$ cat src/rtl/lc3b_types.sv
// Shared types for the L2 cache controller: FSM states, PLRU bit positions and
// helpers for decoding the per-way hit vector.
package lc3b_types;

  typedef enum logic [1:0] {
    StIdle,
    StTagCheck,
    StWriteback,
    StFill
  } l2_state_e;

  typedef logic [1:0] way_t;
  typedef logic [2:0] plru_t;

  // Tree PLRU: root chooses the a/b or c/d pair, the leaves choose within a pair.
  localparam int unsigned PlruRoot = 0;
  localparam int unsigned PlruAb   = 1;
  localparam int unsigned PlruCd   = 2;

  // Lowest-index way among the set hit bits.
  function automatic way_t first_hit(input logic [3:0] hit);
    way_t w;
    w = '0;
    for (int i = 3; i >= 0; i--) begin
      if (hit[i]) w = way_t'(i);
    end
    return w;
  endfunction

  function automatic logic multi_hit(input logic [3:0] hit);
    return (hit & (hit - 4'd1)) != 4'd0;
  endfunction

endpackage

$ cat src/rtl/l2_cache_control_if.sv
// Request, downstream memory and datapath-control signals of the L2 controller.
// slave is the controller's view; master is the surrounding cache/datapath.
interface l2_cache_control_if;
  import lc3b_types::*;

  logic       mem_read;
  logic       mem_write;
  logic       mem_resp;
  logic [3:0] hit;
  logic       valid_v;
  logic       dirty_v;
  way_t       victim_way;
  plru_t      lru_in;
  logic       pmem_read;
  logic       pmem_write;
  logic       pmem_resp;
  logic       pmem_addr_sel;
  way_t       way_sel;
  logic       load_data;
  logic       load_tag;
  logic       set_valid;
  logic       set_dirty;
  logic       clear_dirty;
  logic       data_src;
  logic       lru_we;
  plru_t      lru_next;

  modport slave (
    input  mem_read, mem_write, hit, valid_v, dirty_v, victim_way, lru_in, pmem_resp,
    output mem_resp, pmem_read, pmem_write, pmem_addr_sel, way_sel, load_data, load_tag,
           set_valid, set_dirty, clear_dirty, data_src, lru_we, lru_next
  );

  modport master (
    output mem_read, mem_write, hit, valid_v, dirty_v, victim_way, lru_in, pmem_resp,
    input  mem_resp, pmem_read, pmem_write, pmem_addr_sel, way_sel, load_data, load_tag,
           set_valid, set_dirty, clear_dirty, data_src, lru_we, lru_next
  );

endinterface

$ cat src/rtl/plru_update.sv
// 4-way tree pseudo-LRU update: point the touched tree bits away from the
// accessed way and keep the untouched leaf.
module plru_update
  import lc3b_types::*;
(
  input  way_t  way,
  input  plru_t lru_in,
  output plru_t lru_next
);

  always_comb begin
    lru_next           = lru_in;
    lru_next[PlruRoot] = way[1];
    if (way[1]) begin
      lru_next[PlruCd] = way[0];
    end else begin
      lru_next[PlruAb] = way[0];
    end
  end

endmodule

$ cat src/rtl/l2_cache_control.sv
// L2 cache controller: tag check, dirty-victim writeback, line fill, PLRU update
// and saturating hit/miss/writeback statistics.
module l2_cache_control
  import lc3b_types::*;
#(
  parameter int unsigned CntWidth = 16
) (
  input  logic                clk,
  input  logic                reset_n,
  l2_cache_control_if.slave   bus,
  output logic [CntWidth-1:0] hit_cnt,
  output logic [CntWidth-1:0] miss_cnt,
  output logic [CntWidth-1:0] wb_cnt,
  output logic                multi_hit_err
);

  l2_state_e state_q;
  way_t      victim_q;
  way_t      hit_way;
  plru_t     plru_out;
  logic      req;
  logic      victim_dirty;
  logic      tc_hit;
  logic      tc_miss;

  assign req          = bus.mem_read | bus.mem_write;
  assign victim_dirty = bus.valid_v & bus.dirty_v;
  assign hit_way      = first_hit(bus.hit);
  assign tc_hit       = (state_q == StTagCheck) && req && (|bus.hit);
  assign tc_miss      = (state_q == StTagCheck) && req && !(|bus.hit);

  plru_update u_plru_update (
    .way      (hit_way),
    .lru_in   (bus.lru_in),
    .lru_next (plru_out)
  );

  // A request withdrawn during a miss still finishes the pending pmem transfer.
  always_ff @(posedge clk or negedge reset_n) begin
    if (!reset_n) begin
      state_q  <= StIdle;
      victim_q <= '0;
    end else begin
      unique case (state_q)
        StIdle: begin
          if (req) state_q <= StTagCheck;
        end
        StTagCheck: begin
          if (tc_miss) begin
            victim_q <= bus.victim_way;
            state_q  <= victim_dirty ? StWriteback : StFill;
          end else begin
            state_q <= StIdle;
          end
        end
        StWriteback: begin
          if (bus.pmem_resp) state_q <= req ? StFill : StIdle;
        end
        StFill: begin
          if (bus.pmem_resp) state_q <= req ? StTagCheck : StIdle;
        end
        default: state_q <= StIdle;
      endcase
    end
  end

  always_ff @(posedge clk or negedge reset_n) begin
    if (!reset_n) begin
      hit_cnt       <= '0;
      miss_cnt      <= '0;
      wb_cnt        <= '0;
      multi_hit_err <= 1'b0;
    end else begin
      if (tc_hit && hit_cnt != '1) hit_cnt <= hit_cnt + 1'b1;
      if (tc_miss && miss_cnt != '1) miss_cnt <= miss_cnt + 1'b1;
      if (tc_miss && victim_dirty && wb_cnt != '1) wb_cnt <= wb_cnt + 1'b1;
      if (tc_hit && multi_hit(bus.hit)) multi_hit_err <= 1'b1;
    end
  end

  always_comb begin
    bus.mem_resp      = 1'b0;
    bus.pmem_read     = 1'b0;
    bus.pmem_write    = 1'b0;
    bus.pmem_addr_sel = 1'b0;
    bus.way_sel       = '0;
    bus.load_data     = 1'b0;
    bus.load_tag      = 1'b0;
    bus.set_valid     = 1'b0;
    bus.set_dirty     = 1'b0;
    bus.clear_dirty   = 1'b0;
    bus.data_src      = 1'b0;
    bus.lru_we        = 1'b0;
    bus.lru_next      = '0;
    unique case (state_q)
      StTagCheck: begin
        if (tc_hit) begin
          bus.mem_resp = 1'b1;
          bus.lru_we   = 1'b1;
          bus.lru_next = plru_out;
          bus.way_sel  = hit_way;
          // Simultaneous read and write requests resolve as a write.
          if (bus.mem_write) begin
            bus.load_data = 1'b1;
            bus.set_dirty = 1'b1;
          end
        end
      end
      StWriteback: begin
        bus.pmem_write    = 1'b1;
        bus.pmem_addr_sel = 1'b1;
        bus.way_sel       = victim_q;
      end
      StFill: begin
        bus.pmem_read = 1'b1;
        bus.way_sel   = victim_q;
        if (bus.pmem_resp) begin
          bus.load_data   = 1'b1;
          bus.load_tag    = 1'b1;
          bus.set_valid   = 1'b1;
          bus.clear_dirty = 1'b1;
          bus.data_src    = 1'b1;
        end
      end
      default: ;
    endcase
  end

endmodule

$ cat src/flat_wrapper.sv
// flat-port wrapper written by rule: the top's interface ports become plain ports
module l2_cache_control_flat import lc3b_types::*;
#(
  parameter int unsigned CntWidth = 16
)
  (clk, reset_n, hit_cnt, miss_cnt, wb_cnt, multi_hit_err, bus_mem_read, bus_mem_write, bus_hit, bus_valid_v, bus_dirty_v, bus_victim_way, bus_lru_in, bus_pmem_resp, bus_mem_resp, bus_pmem_read, bus_pmem_write, bus_pmem_addr_sel, bus_way_sel, bus_load_data, bus_load_tag, bus_set_valid, bus_set_dirty, bus_clear_dirty, bus_data_src, bus_lru_we, bus_lru_next);
  l2_cache_control_if bus_i ();
  input  logic clk;
  input  logic reset_n;
  output logic [CntWidth-1:0] hit_cnt;
  output logic [CntWidth-1:0] miss_cnt;
  output logic [CntWidth-1:0] wb_cnt;
  output logic multi_hit_err;
  input wire logic [$bits(bus_i.mem_read)-1:0] bus_mem_read;
  input wire logic [$bits(bus_i.mem_write)-1:0] bus_mem_write;
  input wire logic [$bits(bus_i.hit)-1:0] bus_hit;
  input wire logic [$bits(bus_i.valid_v)-1:0] bus_valid_v;
  input wire logic [$bits(bus_i.dirty_v)-1:0] bus_dirty_v;
  input wire logic [$bits(bus_i.victim_way)-1:0] bus_victim_way;
  input wire logic [$bits(bus_i.lru_in)-1:0] bus_lru_in;
  input wire logic [$bits(bus_i.pmem_resp)-1:0] bus_pmem_resp;
  output wire logic [$bits(bus_i.mem_resp)-1:0] bus_mem_resp;
  output wire logic [$bits(bus_i.pmem_read)-1:0] bus_pmem_read;
  output wire logic [$bits(bus_i.pmem_write)-1:0] bus_pmem_write;
  output wire logic [$bits(bus_i.pmem_addr_sel)-1:0] bus_pmem_addr_sel;
  output wire logic [$bits(bus_i.way_sel)-1:0] bus_way_sel;
  output wire logic [$bits(bus_i.load_data)-1:0] bus_load_data;
  output wire logic [$bits(bus_i.load_tag)-1:0] bus_load_tag;
  output wire logic [$bits(bus_i.set_valid)-1:0] bus_set_valid;
  output wire logic [$bits(bus_i.set_dirty)-1:0] bus_set_dirty;
  output wire logic [$bits(bus_i.clear_dirty)-1:0] bus_clear_dirty;
  output wire logic [$bits(bus_i.data_src)-1:0] bus_data_src;
  output wire logic [$bits(bus_i.lru_we)-1:0] bus_lru_we;
  output wire logic [$bits(bus_i.lru_next)-1:0] bus_lru_next;
  assign bus_i.mem_read = bus_mem_read;
  assign bus_i.mem_write = bus_mem_write;
  assign bus_i.hit = bus_hit;
  assign bus_i.valid_v = bus_valid_v;
  assign bus_i.dirty_v = bus_dirty_v;
  assign bus_i.victim_way = bus_victim_way;
  assign bus_i.lru_in = bus_lru_in;
  assign bus_i.pmem_resp = bus_pmem_resp;
  assign bus_mem_resp = bus_i.mem_resp;
  assign bus_pmem_read = bus_i.pmem_read;
  assign bus_pmem_write = bus_i.pmem_write;
  assign bus_pmem_addr_sel = bus_i.pmem_addr_sel;
  assign bus_way_sel = bus_i.way_sel;
  assign bus_load_data = bus_i.load_data;
  assign bus_load_tag = bus_i.load_tag;
  assign bus_set_valid = bus_i.set_valid;
  assign bus_set_dirty = bus_i.set_dirty;
  assign bus_clear_dirty = bus_i.clear_dirty;
  assign bus_data_src = bus_i.data_src;
  assign bus_lru_we = bus_i.lru_we;
  assign bus_lru_next = bus_i.lru_next;
  l2_cache_control #(.CntWidth(CntWidth)) u_core (.clk(clk), .reset_n(reset_n), .bus(bus_i), .hit_cnt(hit_cnt), .miss_cnt(miss_cnt), .wb_cnt(wb_cnt), .multi_hit_err(multi_hit_err));
endmodule
$ cat config.mk
export PLATFORM = sky130hd
export DESIGN_NAME = l2_cache_control_flat
export DESIGN_NICKNAME = d
export VERILOG_FILES = /design/src/rtl/lc3b_types.sv /design/src/rtl/l2_cache_control_if.sv /design/src/rtl/plru_update.sv /design/src/rtl/l2_cache_control.sv /design/src/flat_wrapper.sv
export SDC_FILE = /design/constraint.sdc
export NUM_CORES = 1
export LEC_CHECK = 0
export CAP_MARGIN = 20
export CORE_MARGIN = 4
export CORE_UTILIZATION = 47
export CTS_BUF_LIST = sky130_fd_sc_hd__clkbuf_16
export CTS_CLUSTER_SIZE = 25
export DETAILED_ROUTE_END_ITERATION = 10
export PLACE_DENSITY = 0.8
export SYNTH_ARGS = -nofsm -noshare
export SYNTH_HDL_FRONTEND = slang
export SYNTH_HIERARCHICAL = 1
export SYNTH_SLANG_ARGS = --single-unit
$ cat constraint.sdc
create_clock -name clk -period 2.3 [get_ports clk]
set_input_delay 0.345 -clock clk [delete_from_list [all_inputs] [get_ports clk]]
set_output_delay 0.345 -clock clk [all_outputs]
set_load 0.03 [all_outputs]
==> impl_metrics.toml <==
[timing]
worst_pin_slew_ns = 0.6477
slew_headroom = 0.5682
rsz0062_at_grt = "false"
fin_crit_ns = 2.240
period_share = 0.9737
slew_violations = 0
hold_viol_final = 0
finalSetupViolCount = 0
finClkSkew_ns = 0.003469
fmax_mhz = 446.5

[setup_path]
worst_r2r_path_depth = 6
r2r_slack_ns = 0.26
crit_chain = "clkdlybuf4s50_1, or4_4, and3_4, or2_2, buf_6"
slowest_stage = "or4_4"
start_kind = "input pin"
critPathLaunch = "bus_hit[0]"
cp.required_ns = 1.96
path_max_fanout = 4
arrival_ns = 1.89
slowest_delay_ns = 0.54
r2r_start = "u_core/miss_cnt[0]"
worst_r2r_endpoint = "u_core/miss_cnt[1]"
end_kind = "output port"
critPathKind = "input pin to output port"
worstSetupEndpoint = "bus_load_data"

[final_layout]
num_antenna_cells = 0
fillerInstances = 462
fin_nets = 390
fin_util = 0.7073
final_cells = 444
syn_to_final_growth_pct = 45.07
drive_gt1_frac = 0.1747

[clock_network]
numCtsBuffers = 5
cts_htree_levels = 2
clk_pin_slew_ns = 0.06
root_buffer = "clkbuf_16"
cts_tree = "done"
clock_latency_ns = 0.28
clock_path_buffers = 2
cts.sinks = 53

[drt]
via_per_inst = 5.203
drc = 0
drtIter0Drc = 90
drtPass1Iterations = 4
vias = 2310
wl_per_cell_um = 14.58
totalWireLength_um = 6475
postRouteAntennaNets = 0

[synth]
ys.flop_type = "dfrtp_1"
ys_types = 39
avgSynthCellArea_um2 = 10.19
ys_ff_latch = 53
netlist_instances = 265
syn_area_mm2 = 0.002701
yosysSeqAreaShare = 0.4910
synth_edf_count = 0
synthArstFlopShare = 1.000
yosysWarnings = 6
synth_fp_nets = 284

[power]
p_per_area_mw_per_mm2 = 717.3
p_leak_nw = 1.747
ir_drop_v = 0.0006268

[placement]
dp_hpwl_um = 4998
gp_congestion = 0.8762
io_buffers = 79
place_inst = 436

[floorplanning]
row_count = 27
die_area_mm2 = 0.007024
core_region_area_mm2 = 0.005540
dieWidth_um = 83.81
initial_utilization = 0.4876
io_pins = 81
die_h_um = 83.81

[global_routing]
grt_pass1_vias = 2391
grt_overflow = 0
grt_max_degree = 29
grt_pass1_wl_um = 11150
antenna_found_initial = 0
grt_use_total = 0.1922

[run_status]
status = "complete, no violations"

[job]
maxCapViolCount = 0

[worst_hold_path]
min_path_type = "input pin to asynchronous set/reset pin"
cell type report:
type                    count  area, um2  share of cell area
repair buffers            106       1005              0.2564
clock buffers               5      125.1             0.03193
flip-flops and latches     53       1326              0.3384
multi-input cells         200       1313              0.3349
clock inverters             3      41.29             0.01054
inverters                   5      18.77            0.004789
well taps                  72      90.09             0.02299
worst min path at each step:
stage               startpoint              endpoint  slack (ns)  cells past startpoint
finish                 reset_n     u_core/state_q[0]        0.09                      1
global route           reset_n     u_core/state_q[0]        0.14                      1
CTS                    reset_n     u_core/state_q[0]        0.10                      1
detailed placement     reset_n     u_core/state_q[0]        0.41                      1
global placement       reset_n  u_core/multi_hit_err        0.41                      1
floorplan              reset_n     u_core/hit_cnt[0]        0.05                      0
per-layer routing:
metal | share of wire | track usage
met1 | 0.43 | 0.2383
met4 | 0.012 | 0.05263
met3 | 0.048 | 0.04146
met5 | 0 | 0
met2 | 0.51 | 0.3369
synth_stat cells (2+ instances only):
cell type | n | area (um2)
nor2_1 | 15 | 56.30
and3_1 | 8 | 50.05
o31ai_1 | 2 | 15.01
dfrtp_1 | 53 | 1326
buf_4 | 6 | 45.04
inv_1 | 4 | 15.01
nand4_1 | 12 | 75.07
mux2_2 | 9 | 101.4
o21ai_0 | 5 | 25.02
xnor2_1 | 19 | 166.4
nor3b_1 | 2 | 15.01
nor3_1 | 8 | 40.04
nand3_1 | 24 | 120.1
a22o_1 | 2 | 17.52
ha_1 | 3 | 37.54
nor4_1 | 9 | 56.30
a21oi_1 | 3 | 15.01
nand2b_1 | 2 | 12.51
and2_1 | 5 | 31.28
xor2_1 | 20 | 175.2
nor2b_1 | 4 | 25.02
or2_2 | 3 | 18.77
nand2_1 | 31 | 116.4
stage by stage:
step	cell area, um2	power (W)	TNS [ns]	setup slack (ns)	hold slack (ns)
2_1_floorplan	2701	0.001616	0	0.3473	0.04941
3_3_place_gp	3734	0.001988	-3.843	-0.4418	0.4052
3_5_place_dp	3734	0.002009	-4.702	-0.4527	0.4069
4_1_cts	3899	0.002838	0	0.005900	0.1025
5_1_grt	3919	0.002949	0	0.002230	0.1416
6_report	3919	0.002811	0	0.06046	0.08571
layout by cell type, fill, tap and decap left out, types with 2 or more instances in the layout:
cell type and count:
a21oi_1 3, inv_1 4, nand4_1 12, and2_1 5, o31ai_1 2, a22o_1 2
nor3_1 7, and3_1 7, buf_2 3, nor4_1 9, buf_4 26, nand3_1 24
dfrtp_1 53, o21ai_0 5, dlymetal6s2s_1 2, or2_2 3, xor2_1 20, nand2_1 30
nor2b_1 4, clkbuf_16 5, mux2_2 9, buf_6 3, nand2b_1 2, nor3b_1 2
clkdlybuf4s50_1 67, nor2_1 15, xnor2_1 19, ha_1 3, clkdlybuf4s15_2 4
cell families (layout without fill, tap and decap cells):
logic type / after synthesis / in the layout / synth area share
AOI/OAI and AO/OA: 18 / 18 / 0.04632
xor gates and xnor gates: 39 / 39 / 0.1264
adders and majority gates: 4 / 4 / 0.01760
buffers and inverters: 12 / 119 / 0.02779
DFF: 53 / 53 / 0.4910
muxes: 9 / 9 / 0.03752
and+or+nand+nor: 130 / 130 / 0.2534
what timing repair did:
| action | CTS | global route |
|---|---|---|
| pin swaps | 2 | 1 |
| setup endpoints to repair | 8 | 9 |
| buffers inserted | 0 | 0 |
| gates resized for setup | 36 | 7 |
| hold buffers | 0 | 0 |
sequential cells by signal (all words and copies together), names as in the netlist:
name,flops
u_core/miss_cnt,16
u_core/wb_cnt,16
u_core/victim_q,2
u_core/multi_hit_err,1
u_core/state_q,2
u_core/hit_cnt,16
power by group:
group | leakage, nW | switching, W | internal (W)
combinational | 0.966 | 0.000449 | 0.000366
sequential | 0.704 | 0.000137 | 0.00104
clock | 0.0775 | 0.000313 | 0.000509
worst max-delay path: cells and delay by family:
kind,cells,cell delay (ns)
buffers and inverters,2,0.56
and+or+nand+nor,3,0.99
Power figures use the tool's default switching activity.
